===== src/rtl/irrigation_zone_scheduler.sv =====
// Round-robin multi-zone irrigation scheduler: one zone at a time, timed by tick,
// with registered tank supervision, alarm and glitch-free actuator outputs.
module irrigation_zone_scheduler #(
  parameter int ZONES          = 4,
  parameter int DURATION_WIDTH = 8,
  parameter int DURATION       = 10,
  parameter int GAP            = 2,
  localparam int ZW            = (ZONES > 1) ? $clog2(ZONES) : 1
) (
  input  logic                      clock,
  input  logic                      reset,
  input  logic                      tick,
  input  logic                      low_water_level,
  input  logic                      mid_water_level,
  input  logic                      high_water_level,
  input  logic [ZONES-1:0]          earth_dry,
  input  logic                      air_humidity,
  input  logic                      low_temperature,
  output logic                      water_supply_valvule,
  output logic                      splinker_bomb,
  output logic                      dripper_valvule,
  output logic [ZONES-1:0]          zone_valvule,
  output logic [ZW-1:0]             active_zone,
  output logic [DURATION_WIDTH-1:0] remaining,
  output logic [1:0]                encoded_water,
  output logic                      alarm,
  output logic                      conflicting_values
);

  typedef enum logic [1:0] {
    S_IDLE,
    S_IRRIGATE,
    S_SETTLE,
    S_FAULT
  } state_t;

  localparam logic [DURATION_WIDTH-1:0] DURATION_LOAD = DURATION_WIDTH'(DURATION);
  localparam logic [DURATION_WIDTH-1:0] GAP_LOAD      = DURATION_WIDTH'(GAP);
  localparam logic [DURATION_WIDTH-1:0] LAST_TICK     = DURATION_WIDTH'(1);

  state_t                      state_q, state_d;
  logic [ZW-1:0]               rr_ptr_q, rr_ptr_d;
  logic [ZW-1:0]               zone_d;
  logic [DURATION_WIDTH-1:0]   remaining_d;
  logic                        sprinkler_q, sprinkler_d;
  logic                        irrigating_d;
  logic [ZONES-1:0]            zone_onehot_d;

  logic                        conflict;
  logic                        permit;
  logic                        sprinkler_now;
  logic                        zone_done;
  logic                        pick_valid;
  logic [ZW-1:0]               pick;
  int                          idx;

  assign conflict      = (high_water_level & ~mid_water_level) |
                         (mid_water_level & ~low_water_level);
  assign permit        = low_water_level & ~conflict;
  assign sprinkler_now = mid_water_level & ~air_humidity & ~low_temperature;

  // An interruption (dry request gone or low probe lost) ends the zone at once,
  // taking precedence over any tick landing in the same cycle.
  assign zone_done = ~earth_dry[active_zone] | ~low_water_level |
                     (tick & (remaining == LAST_TICK));

  // First requesting zone at or after rr_ptr, scanning upward with wrap.
  // NOTE: every variable driven here gets a default first so no latch is inferred.
  always_comb begin
    pick_valid = 1'b0;
    pick       = '0;
    idx        = 0;
    for (int i = 0; i < ZONES; i++) begin
      idx = (int'(rr_ptr_q) + i) % ZONES;
      if (!pick_valid && earth_dry[idx[ZW-1:0]]) begin
        pick_valid = 1'b1;
        pick       = idx[ZW-1:0];
      end
    end
  end

  always_comb begin
    state_d     = state_q;
    rr_ptr_d    = rr_ptr_q;
    zone_d      = active_zone;
    remaining_d = remaining;
    sprinkler_d = sprinkler_q;

    if (conflicting_values) begin
      state_d     = S_FAULT;
      remaining_d = '0;
    end else begin
      case (state_q)
        S_IDLE: begin
          remaining_d = '0;
          if (permit && pick_valid) begin
            state_d     = S_IRRIGATE;
            zone_d      = pick;
            remaining_d = DURATION_LOAD;
            sprinkler_d = sprinkler_now;
            rr_ptr_d    = (pick == ZW'(ZONES - 1)) ? '0 : pick + 1'b1;
          end
        end
        S_IRRIGATE: begin
          if (zone_done) begin
            if (GAP == 0) begin
              state_d     = S_IDLE;
              remaining_d = '0;
            end else begin
              state_d     = S_SETTLE;
              remaining_d = GAP_LOAD;
            end
          end else if (tick) begin
            remaining_d = remaining - 1'b1;
          end
        end
        S_SETTLE: begin
          if (tick) begin
            if (remaining == LAST_TICK) begin
              state_d     = S_IDLE;
              remaining_d = '0;
            end else begin
              remaining_d = remaining - 1'b1;
            end
          end
        end
        S_FAULT: begin
          state_d     = S_IDLE;
          remaining_d = '0;
        end
        default: begin
          state_d     = S_IDLE;
          remaining_d = '0;
        end
      endcase
    end

    irrigating_d  = (state_d == S_IRRIGATE);
    zone_onehot_d = '0;
    if (irrigating_d) zone_onehot_d[zone_d] = 1'b1;
  end

  // Actuators are registered from the next state so they switch with it.
  // NOTE: sequential state uses non-blocking assignments so every register
  // samples the pre-edge values regardless of statement order.
  always_ff @(posedge clock) begin
    if (reset) begin
      state_q              <= S_IDLE;
      rr_ptr_q             <= '0;
      active_zone          <= '0;
      remaining            <= '0;
      sprinkler_q          <= 1'b0;
      splinker_bomb        <= 1'b0;
      dripper_valvule      <= 1'b0;
      zone_valvule         <= '0;
      conflicting_values   <= 1'b0;
      water_supply_valvule <= 1'b0;
      alarm                <= 1'b0;
      encoded_water        <= 2'd0;
    end else begin
      state_q              <= state_d;
      rr_ptr_q             <= rr_ptr_d;
      active_zone          <= zone_d;
      remaining            <= remaining_d;
      sprinkler_q          <= sprinkler_d;
      splinker_bomb        <= irrigating_d & sprinkler_d;
      dripper_valvule      <= irrigating_d & ~sprinkler_d;
      zone_valvule         <= zone_onehot_d;
      conflicting_values   <= conflict;
      water_supply_valvule <= ~high_water_level & ~conflict;
      alarm                <= (state_d == S_FAULT) | ~mid_water_level;
      encoded_water        <= conflict ? 2'd0 :
                              {1'b0, low_water_level} + {1'b0, mid_water_level} +
                              {1'b0, high_water_level};
    end
  end

endmodule


===== config.mk =====
export PLATFORM = sky130hd
export DESIGN_NAME = irrigation_zone_scheduler
export DESIGN_NICKNAME = d
export VERILOG_FILES = /design/src/rtl/irrigation_zone_scheduler.sv
export SDC_FILE = /design/constraint.sdc
export NUM_CORES = 1
export LEC_CHECK = 0
export BUFFER_PORTS_ARGS = -buffer_cell sky130_fd_sc_hd__buf_2
export CORE_MARGIN = 1.5
export CORE_UTILIZATION = 47
export DETAILED_ROUTE_END_ITERATION = 12
export HOLD_SLACK_MARGIN = 0.03
export PLACE_DENSITY_LB_ADDON = 0.05
export SLEW_MARGIN = 20
export SYNTH_ARGS = -nofsm -noshare
export SYNTH_HDL_FRONTEND = slang
export SYNTH_SLANG_ARGS = --single-unit
export TNS_END_PERCENT = 5

===== constraint.sdc =====
create_clock -name clock -period 1.5 [get_ports clock]
set_input_delay 0.075 -clock clock [delete_from_list [all_inputs] [get_ports clock]]
set_output_delay 0.075 -clock clock [all_outputs]
set_load 0.01 [all_outputs]

---- Word level (Yosys, flattened, before mapping) ----
Index checks and enable logic that the tools add are counted.
storage, ports and cells
  logic and storage cells ................. 111
  bits in registers ....................... 26
operators by class
  bitwise operators ....................... 23
  mux-type cells .......................... 39
  equality and inequality tests ........... 9
  reductions and logical operators ........ 14
  add/subtract/negate cells ............... 7
  order comparisons ....................... 7
operators by type and width
  kind                   number
  $mux W8                4
  $pmux W8 S4            1
  $mux W2                13
  $lt A2 B3 Y1 const B   6
  $mux W1                13
  $bmux W1 S2            5
  $not A1 Y1             10
  $and A1 B1 Y1          9
  $eq A2 B2 Y1 const B   4
  $eq A8 B1 Y1 const B   1
  $pmux W2 S4            1
  $sub A8 B1 Y8 const B  1
  $reduce_or A2 Y1       3
  $logic_and A1 B1 Y1    5
  $add A2 B1 Y2 const B  2
  $add A2 B2 Y2 const B  2
  $eq A2 B1 Y1 const B   2
  $mux W4                1
  $or A1 B1 Y1           4
  $logic_not A1 Y1       3
  $ne A3 B3 Y1 const B   1
  $reduce_and A3 Y1      1
  $add A1 B1 Y2          1
  $add A2 B1 Y2          1
  5 further kinds        5

---- Longest topological paths before layout ----
  word-level depth ........................ 20
  mapped depth ............................ 7
  depth with buffers taken out ............ 7

---- Worst setup path after synthesis ----
No wires, ideal clock.
  path type ............................... flip-flop to flip-flop
  start ................................... register active_zone[0]
  end ..................................... register remaining[3]
  setup slack ............................. -0.151 ns
  data arrival time ....................... 1.524 ns
  cell stages (with the launch flop) ...... 8
  period minus slack after synthesis ...... 1.651 ns
  cells stage by stage .................... dfxtp_1 -> buf_6 -> nand4bb_1 -> o221a_2 -> or2_2 -> clkbuf_1 -> o21ai_0 -> a31oi_1
between the ends
  longest elaborated chain between the ends .. 7
ends and longest elaborated chain
  what                                              line  text
  start, declared                                   23    output logic [ZW-1:0] active_zone,
  start signal, assigned                            163   active_zone <= zone_d;
  $bmux W1 S2 *                                     64    assign zone_done = ~earth_dry[active_zone] | ~low_water_level |
  $mux W1 (implied by the code) *                   64
  $not A1 Y1 *                                      64
  $or A1 B1 Y1 * (2 in series)                      64
  $mux W8 or $ne A3 B3 Y1 (tied branches)           -
  $pmux W8 S4 or $reduce_and A2 Y1 (tied branches)  -
  end signal, assigned                              164   remaining <= remaining_d;
  end, declared                                     24    output logic [DURATION_WIDTH-1:0] remaining,
Every way passes the cells marked *; elsewhere a longest branch is shown, timed or not. The select of a mux whose other input is x is not followed.
A chain may end at the register's enable or synchronous reset.

---- Worst setup path in the final report ----
  start ................................... register remaining[5]
  end ..................................... register dripper_valvule
between the ends
  longest elaborated chain between the ends .. 8
ends and longest elaborated chain
  what                  line     text
  $eq A8 B1 Y1 *        65, 119
  $and A1 B1 Y1         65       (tick & (remaining == LAST_TICK));
  $or A1 B1 Y1          64
  $mux W2               105      if (zone_done) begin
  $pmux W2 S4 *         93       case (state_q)
  $mux W2 *             89       if (conflicting_values) begin
  $eq A2 B1 Y1 *        138      irrigating_d = (state_d == S_IRRIGATE);
  $and A1 B1 Y1 *       167      dripper_valvule <= irrigating_d & ~sprinkler_d;
  end signal, assigned  167
  end, declared         21       output logic dripper_valvule,
Every way passes the cells marked *; elsewhere a longest branch is shown, timed or not.

==> impl_metrics.csv <==
group,metric,value,unit
run_status,status,"finished, violations left",
run_status,violations,"negative setup slack",
yosys,ys_types,51,
clock_network,numCtsBuffers,3,
power_and_ir_drop,ir_drop,0.000709,V
finish,stdcell_count,241,
detailed_routing,routed_wl,3150,um
detailed_routing,antenna_left,0,
timing,rsz0062_at_grt,"true",
detailed_routing,routedWlPerCell,13.1,um
timing,tightest_slew,0.336,ns
yosys,syn-instance-count,152,
worst_setup_path,r2r_setup_slack,-0.08,ns
clock_network,htreeDepth,1,
die,die_w,57.2,um
worst_setup_path,cp_max_fo,6,
grt,grtUsageMet3,3.40,%
place,placed_cells,234,
yosys,yosys_warnings,0,
grt,overflow,0,
clock_network,cts.sinks,26,
place,hpwl,2410,um
detailed_routing,drt_iter0_markers,35,
worst_setup_path,r2r-start,"remaining[5]$_SDFFE_PP0P_",
timing,finalHoldViolations,0,
grt,grt_first_pass_wirelength,4990,um
hold_path,hold_class,"in -> reg",
finish,fillers,233,
grt,use_met2,29.6,%
power_and_ir_drop,p_per_area,914,nW/um2
clock_network,cts.clk_slew.worst_paths,0.14,ns
timing,setup_viol,13,
clock_network,cts_buffer_depth,2,
finish,layout-drive-gt1-share,41.9,%
finish,final_nets,226,
timing,period_share,105,%
finish,mostFrequentLayoutCells,"32 x buf_2, 24 x buf_4, 20 x dfxtp_1",
die,fp.dieArea,3280,um2
grt,grt.busiest_layer,"met2",
hold_path,min_from,"air_humidity",
die,rows,19,
clock_network,postCtsSetupRepairBufs,0,
power_and_ir_drop,p_leak,0.829,nW
timing,final.setup.tns,-0.556,ns
place,placed_area,1750,um2
yosys,synth_area,1380,um2
yosys,synth_nets,167,
place,portBuffers,32,
yosys,ys_seq_elements,26,
detailed_routing,drcViolationCount,0,
timing,fmax,634,MHz
finish,post-route-util,66.4,%
flow_run,drv_cap,0,
yosys,yosysSeqAreaShare,37.6,%
finish,fin_area,1850,um2
timing,layout_setup_ws,-0.0762,ns
die,initial_core_util,49.7,%
finish,ff_latch_area,528,um2
finish,syn2layout_area_growth,33.7,%
timing,clock_skew,0.000667,ns
finish,multi_input_area,841,um2
hold_path,hold_depth,4,
finish,insertedDiodeCount,0,
place,gp_congestion,0.868,
worst_setup_path,r2r_cells,5,
timing,period_minus_slack,1.58,ns
finish,final_common_cell,"buf_2",
worst_setup_path,worst-setup-path-type,"reg -> reg",
clock_network,tritoncts,"built",
die,die_h,57.2,um
worst_setup_path,required,1.72,ns
detailed_routing,via_per_inst,5.46,
die,floorplan.core_area,2780,um2
grt,antenna_found_initial,0,
clock_network,clockRootBuffer,"clkbuf_4",
timing,slew_headroom,77.5,%
grt,grt_usage,19.7,%
hold_path,holdPathEnd,"sprinkler_q$_SDFF_PP0_",
power_and_ir_drop,total_power,1.69,mW
grt,grt_pass1_vias,1106,
detailed_routing,vias,1315,
worst_setup_path,worst_setup_path_end_kind,"flop",
detailed_routing,firstDrtPassIters,4,
timing,drv_slew,0,
clock_network,insertion_delay,0.32,ns
worst_setup_path,r2r_end,"dripper_valvule$_SDFF_PP0_",
grt,grt_use_met1,28.5,%
worst_setup_path,worstPathArrival,1.80,ns
grt,grt_max_degree,15,
worst_setup_path,start_kind,"flop",
die,io-pin-count,33,
yosys,avgSynthCellArea,9.10,um2
what timing repair did:
action,in CTS,in global routing
pin swaps,3,5
hold buffers,3,0
resized for setup,8,6
setup endpoints to repair,14,20
hold endpoints to repair,3,0
sequential cells by signal, summed over array words and instances (netlist names), 2 cells and up:
register / cells
remaining: 8
zone_valvule: 4
active_zone: 2
encoded_water: 2
rr_ptr_q: 2
state_q: 2
kinds of logic after synthesis:
logic type	after synthesis	synth area share [%]
AO/OA/AOI/OAI	38	18.4
XOR/XNOR	7	4.43
adder cells (fa/ha/maj)	3	3.26
buffers and inverters	12	4.16
flip-flops	26	37.6
multiplexers	3	2.17
AND/OR/NAND/NOR	63	30.0
power by group:
group          switching [mW]  leakage [nW]  total, mW  internal, mW
logic                   0.282         0.593      0.559         0.277
clock network           0.206        0.0210      0.354         0.149
registers              0.0379         0.215      0.776         0.738
total                   0.526         0.829       1.69          1.16
cells in the mapped netlist (all sizes together):
library cell,number,area share (%)
nor3,6,2.2
o31ai,1,0.54
nor4b,2,2.4
o2111ai,1,0.63
nand4,2,1.4
or2b,1,0.63
o22ai,1,0.45
a211oi,1,0.54
nor4,3,3.5
a31oi,5,2.3
mux2i,3,2.2
o2bb2ai,2,1.3
and3,1,0.45
dfxtp,26,38
o22a,2,1.3
xnor2,1,0.63
or2,1,0.45
or4,2,1.4
nand4bb,1,0.81
nand2,4,1.1
clkbuf,3,0.81
nand4b,1,0.63
o21ai,7,2.5
and2,2,0.90
nor2,19,5.2
nand3b,4,2.2
or3,2,0.90
o221a,1,0.81
nand3,3,1.4
ha,2,1.8
a21oi,10,3.9
a21o,1,0.63
fa,1,1.4
o211ai,3,1.6
a21boi,1,0.54
buf,3,1.7
xor2,6,3.8
inv,6,1.6
nor3b,1,0.90
nor2b,3,1.4
nand2b,5,2.3
a32oi,1,0.63
o21ba,1,0.72
layer usage:
layer  vias up  share of wire [%]
li1        669                  -
met1       606                 50
met2        35                 44
met3         5                4.6
met4         0                1.2
met5         -                  0
per-stage QoR:
stage	setup WS [ns]	hold WS, ns
4_1_cts	-0.0383	0.133
5_1_grt	-0.162	0.156
3_5_place_dp	-0.0996	0.279
6_report	-0.0762	0.151
2_1_floorplan	-0.120	0.154
3_3_place_gp	-0.0388	0.282
final cells by class:
class,count,area share [%]
Sequential cell,26,28.6
Clock buffer,4,1.96
Inverter,6,1.22
Tap cell,31,2.10
Multi-Input combinational cell,114,45.5
Timing Repair Buffer,60,20.6
critical path: stages (launching register included):
cell      delay (ns)
dfxtp_2         0.36
nor4_4          0.33
nor4b_4         0.37
o31ai_1         0.10
nand3b_1        0.24
nor2b_1         0.08
worst max path at each step:
stage                                    from                         end  slack, ns
floorplan           active_zone[0]$_SDFF_PP0_   remaining[4]$_SDFFE_PP0P_      -0.12
global placement    active_zone[0]$_SDFF_PP0_   remaining[4]$_SDFFE_PP0P_      -0.04
detailed placement      state_q[1]$_SDFF_PP0_   remaining[0]$_SDFFE_PP0P_       -0.1
CTS                 remaining[2]$_SDFFE_PP0P_  dripper_valvule$_SDFF_PP0_      -0.04
global route        active_zone[0]$_SDFF_PP0_   remaining[4]$_SDFFE_PP0P_      -0.16
finish              remaining[5]$_SDFFE_PP0P_  dripper_valvule$_SDFF_PP0_      -0.08
Power figures use the tool's default switching activity.
